==> config.mk <==
export PLATFORM = sky130hd
export DESIGN_NAME = prv32_branch_unit
export DESIGN_NICKNAME = d
export VERILOG_FILES = /design/src/rtl/prv32_pkg.sv /design/src/rtl/prv32_branch_cond.sv /design/src/rtl/prv32_branch_unit.sv
export SDC_FILE = /design/constraint.sdc
export NUM_CORES = 1
export LEC_CHECK = 0
export CAP_MARGIN = 20
export CORE_ASPECT_RATIO = 1.75
export CORE_UTILIZATION = 45
export DETAILED_ROUTE_END_ITERATION = 10
export PLACE_DENSITY = 0.85
export SYNTH_ARGS = -nofsm -noshare
export SYNTH_HDL_FRONTEND = slang
export SYNTH_SLANG_ARGS = --single-unit
==> constraint.sdc <==
create_clock -name clk -period 3.2 [get_ports clk]
set_clock_uncertainty 0.1 [all_clocks]
set_input_delay 0.48 -clock clk [delete_from_list [all_inputs] [get_ports clk]]
set_output_delay 0.48 -clock clk [all_outputs]
set_load 0.05 [all_outputs]
==> src/rtl/prv32_pkg.sv <==
// Shared rv32i branch-unit definitions: funct3 encodings, ALU opcode, FSM state type.
package prv32_pkg;

    localparam logic [2:0] F3_BEQ  = 3'b000;
    localparam logic [2:0] F3_BNE  = 3'b001;
    localparam logic [2:0] F3_BLT  = 3'b100;
    localparam logic [2:0] F3_BGE  = 3'b101;
    localparam logic [2:0] F3_BLTU = 3'b110;
    localparam logic [2:0] F3_BGEU = 3'b111;

    // Flags consumed here come from a compare-subtract
    localparam logic [3:0] ALU_SUB = 4'b0001;

    typedef enum logic [1:0] {IDLE, REDIRECT, FLUSH} br_state_t;

endpackage

==> src/rtl/prv32_branch_cond.sv <==
// Combinational branch condition decode from funct3 and ALU subtract flags.
module prv32_branch_cond
    import prv32_pkg::*;
(
    input  logic [2:0] funct3,
    input  logic       cf,
    input  logic       zf,
    input  logic       vf,
    input  logic       sf,
    output logic       cond,
    output logic       illegal
);

    always_comb begin
        cond    = 1'b0;
        illegal = 1'b0;
        case (funct3)
            F3_BEQ:  cond = zf;
            F3_BNE:  cond = ~zf;
            F3_BLT:  cond = sf ^ vf;
            F3_BGE:  cond = ~(sf ^ vf);
            F3_BLTU: cond = ~cf;   // cf=1 means no borrow
            F3_BGEU: cond = cf;
            default: illegal = 1'b1;
        endcase
    end

endmodule

==> src/rtl/prv32_branch_unit.sv <==
// Branch decision, single fetch redirect and fixed-length pipeline flush.
// Define PRV32_BRANCH_STATS_EN to add br_count / br_taken_count statistics outputs.
module prv32_branch_unit
    import prv32_pkg::*;
#(
    parameter int FLUSH_CYCLES = 2,
    parameter int XLEN         = 32
) (
    input  logic            clk,
    input  logic            rst,
    input  logic            ex_valid,
    input  logic            ex_branch,
    input  logic            ex_jump,
    input  logic [2:0]      ex_funct3,
    input  logic            cf,
    input  logic            zf,
    input  logic            vf,
    input  logic            sf,
    input  logic [XLEN-1:0] ex_target,
    input  logic            stall,
    output logic            redirect_valid,
    output logic [XLEN-1:0] redirect_pc,
    output logic            flush,
    output logic            busy,
    output logic            illegal_br
`ifdef PRV32_BRANCH_STATS_EN
    ,
    output logic [31:0]     br_count,
    output logic [31:0]     br_taken_count
`endif
);

    // REDIRECT already covers one flush cycle, FLUSH counts down the rest
    localparam logic [2:0] CNT_INIT = (FLUSH_CYCLES >= 2) ? 3'(FLUSH_CYCLES - 2) : 3'd0;

    br_state_t  state, state_nxt;
    logic [2:0] cnt;
    logic       cond, illegal, accept, take;

    prv32_branch_cond u_cond (
        .funct3  (ex_funct3),
        .cf      (cf),
        .zf      (zf),
        .vf      (vf),
        .sf      (sf),
        .cond    (cond),
        .illegal (illegal)
    );

    assign accept = ex_valid & ~busy;
    assign take   = accept & (ex_jump | (ex_branch & cond));

    always_ff @(posedge clk) begin
        if (rst) state <= IDLE;
        else     state <= state_nxt;
    end

    always_comb begin
        state_nxt = state;
        case (state)
            IDLE:     if (take) state_nxt = REDIRECT;
            REDIRECT: if (~stall) state_nxt = (FLUSH_CYCLES == 1) ? IDLE : FLUSH;
            FLUSH:    if (cnt == 3'd0) state_nxt = IDLE;
            default:  state_nxt = IDLE;
        endcase
    end

    always_comb begin
        redirect_valid = (state == REDIRECT);
        flush          = (state != IDLE);
        busy           = (state != IDLE);
    end

    always_ff @(posedge clk) begin
        if (rst)
            cnt <= 3'd0;
        else if (state == REDIRECT && ~stall)
            cnt <= CNT_INIT;
        else if (state == FLUSH && cnt != 3'd0)
            cnt <= cnt - 3'd1;
    end

    always_ff @(posedge clk) begin
        if (rst) begin
            redirect_pc <= '0;
            illegal_br  <= 1'b0;
        end else begin
            if (take) redirect_pc <= ex_target;
            illegal_br <= accept & ex_branch & ~ex_jump & illegal;
        end
    end

`ifdef PRV32_BRANCH_STATS_EN
    always_ff @(posedge clk) begin
        if (rst) begin
            br_count       <= 32'd0;
            br_taken_count <= 32'd0;
        end else begin
            if (accept & ex_branch) br_count       <= br_count + 32'd1;
            if (take & ex_branch)   br_taken_count <= br_taken_count + 32'd1;
        end
    end
`endif

endmodule

==> results.py <==
metrics = {
    "outcome": {
        "status": "complete, no violations",
    },
    "clocking": {
        "clk_pin_slew_ns": 0.07,
        "cts_resized": 0,
        "clkLatencyLatePin_ns": 0.28,
        "clock-root-buffer": "clkbuf_8",
        "cts_tree": "done",
        "cts_hold_buf": 0,
        "cts_inserted_buffers": 5,
        "postCtsSetupBuffers": 0,
        "clk_path_buf_depth": 2,
        "clock_sinks": 38,
        "htreeDepth": 2,
    },
    "floorplan": {
        "die_area_sq_um": 4360,
        "std_cell_rows": 30,
        "io-pin-count": 81,
        "core_area_sq_um": 3900,
        "die_height_um": 86.6,
        "initial_core_util": 0.471,
        "die_x_um": 50.3,
    },
    "timing": {
        "setup_viol": 0,
        "fmax_mhz": 413,
        "worst_pin_slew_ns": 0.844,
        "rsz0062_at_grt": "false",
        "hold_viol_final": 0,
        "tns_ns": 0,
        "finalCriticalPeriod_ns": 2.42,
        "slew_headroom": 0.435,
        "drv_slew": 0,
        "setup_slack_ns": 0.781,
        "period_share": 0.756,
    },
    "grt": {
        "antenna_found_initial": 0,
        "grt_usage": 0.182,
        "first_global_vias": 1439,
        "grt_max_degree": 35,
        "grt_pass1_wl_um": 5970,
        "grt_overflow": 0,
    },
    "synthesis": {
        "synth_cells": 178,
        "yosysWarnings": 0,
        "synth.ff_latch_count": 38,
        "post-synth-top-area-cell": "dfxtp_1",
        "ys_seq_area_frac": 0.414,
        "synth.area.top_cells": "dfxtp_1, nand2b_1, mux2i_1",
        "syn-cell-area_sq_um": 1840,
        "synth_fp_nets": 225,
        "netlist.area_leader.share": 0.414,
        "ys_types": 28,
        "syn_avg_cell_area_sq_um": 10.3,
    },
    "placement": {
        "io_buffers": 80,
        "placed_cell_area_sq_um": 2610,
        "place_congestion": 0.721,
        "dp_cells": 297,
        "dp_slack_ns": 0.465,
        "dp_hpwl_um": 2790,
    },
    "critical_path": {
        "cp_slowest_stage_delay_ns": 0.54,
        "slowest_stage": "clkdlybuf4s50_1",
        "arrival_ns": 2.53,
        "worstPathCellList": "clkdlybuf4s50_1, xnor3_1, nor3b_2, o311ai_4, nand2_4, mux2i_1",
        "critPathKind": "in2reg",
        "critPathCaptureType": "flop",
        "cp.depth": 6,
        "reg2reg_depth": 5,
        "crit_fanout": 32,
        "critPathRequiredTime_ns": 3.31,
        "critical-path-top-delay-family": "simple AND/OR/NAND/NOR gates",
        "worst-path-buf-inv": 1,
        "cp-start-kind": "input pin",
    },
    "cells_and_area": {
        "finalInstanceArea_sq_um": 2690,
        "area_delta_synth_final_pct": 46.0,
        "nets": 303,
        "stdcell_count": 304,
        "final_common_cell": "clkdlybuf4s50_1",
        "drive_gt1_frac": 0.0430,
        "final_cell_mix": "clkdlybuf4s50_1, nand2b_1, dfxtp_1",
        "insertedDiodeCount": 0,
    },
    "job": {
        "cap_viol_max_count": 0,
    },
    "worst_hold_path": {
        "hold_depth": 2,
        "hold_class": "reg2reg",
    },
    "route": {
        "vias_per_cell": 4.72,
        "ant_nets": 0,
        "routed_wirelength_um": 3670,
        "routed-via-count": 1435,
        "drc": 0,
        "drt-pass1-iter-count": 3,
        "drt_iter0_drc": 8,
        "wl_per_cell_um": 12.1,
    },
    "power_and_ir_drop": {
        "finalPower_mw": 1.17,
        "ir_drop_uv": 358,
        "p_per_area_nw_per_um2": 437,
        "power_leakage_nw": 1.00,
    },
}
[worst min-delay path, stage by stage, from the launching register on]
cell and delay (ns):
dfxtp_1 0.31, nand2b_1 0.06, mux2i_1 0.05
[worst paths after layout]
kind | start | end | slack (ns)
setup / recovery | ex_funct3[0] | redirect_pc[7] | 0.78
hold / removal | redirect_pc[23] | redirect_pc[23] | 0.37
setup reg to reg | state[0] | redirect_pc[7] | 1.34
hold reg to reg | redirect_pc[23] | redirect_pc[23] | 0.37
[area by class of cell]
| cell class | count | area (sq um) |
|---|---|---|
| fillers | 320 | 1220 |
| multi-input cells | 125 | 957 |
| repair buffers | 82 | 816 |
| flip-flops and latches | 38 | 761 |
| clock buffers | 7 | 76.3 |
| well taps | 48 | 60.1 |
| inverters | 4 | 15.0 |
[layer usage]
layer | part of all wire | wire (um) | track usage | up-vias
met5 | 0 | 0 | 0 | -
met4 | 0.018 | 66 | 0.0833 | 0
met3 | 0.061 | 225 | 0.0561 | 5
met2 | 0.55 | 2010 | 0.348 | 47
met1 | 0.37 | 1370 | 0.170 | 651
li1 | - | - | - | 732
[synth_stat cells]
| master | n |
|---|---|
| xnor2_1 | 3 |
| nor3b_2 | 1 |
| nand2b_1 | 64 |
| nor2_2 | 1 |
| ha_1 | 2 |
| xnor3_1 | 1 |
| a21o_1 | 1 |
| buf_4 | 2 |
| a21oi_1 | 1 |
| nor2b_1 | 1 |
| dfxtp_1 | 38 |
| nor3_1 | 1 |
| mux2i_1 | 32 |
| nor3b_1 | 1 |
| buf_2 | 1 |
| buf_12 | 3 |
| clkbuf_1 | 4 |
| nand2_4 | 1 |
| nand2_1 | 2 |
| a31oi_1 | 1 |
| nor4b_1 | 1 |
| inv_1 | 4 |
| or2_1 | 1 |
| o311ai_4 | 1 |
| a211oi_1 | 2 |
| and3_1 | 2 |
| nor2_1 | 5 |
| buf_6 | 1 |
[state kept, by name, indices dropped and copies added (netlist names)]
| register | flops |
|---|---|
| cnt | 3 |
| state | 2 |
| redirect_pc | 32 |
| illegal_br | 1 |
[stage by stage]
stage	utilization	hold slack, ns
detailed placement	0.668	0.365
global placement	0.668	0.356
finish	0.688	0.374
floorplan	-	0.371
CTS	0.688	0.379
global route	0.688	0.393
[where the power goes]
group	switching, mW	internal [mW]
Combinational	0.194	0.158
Sequential	0.0175	0.505
Clock	0.149	0.150
[cell families after synthesis]
| group | after synthesis | share of synthesized area |
|---|---|---|
| XOR/XNOR | 4 | 0.0265 |
| buffers and inverters | 15 | 0.0660 |
| adder cells (fa/ha/maj) | 2 | 0.0136 |
| flip-flops | 38 | 0.414 |
| multiplexers | 32 | 0.174 |
| AND/OR/NAND/NOR | 81 | 0.273 |
| AO/OA/AOI/OAI | 6 | 0.0327 |
No activity file was read; power rests on OpenSTA's default activity.
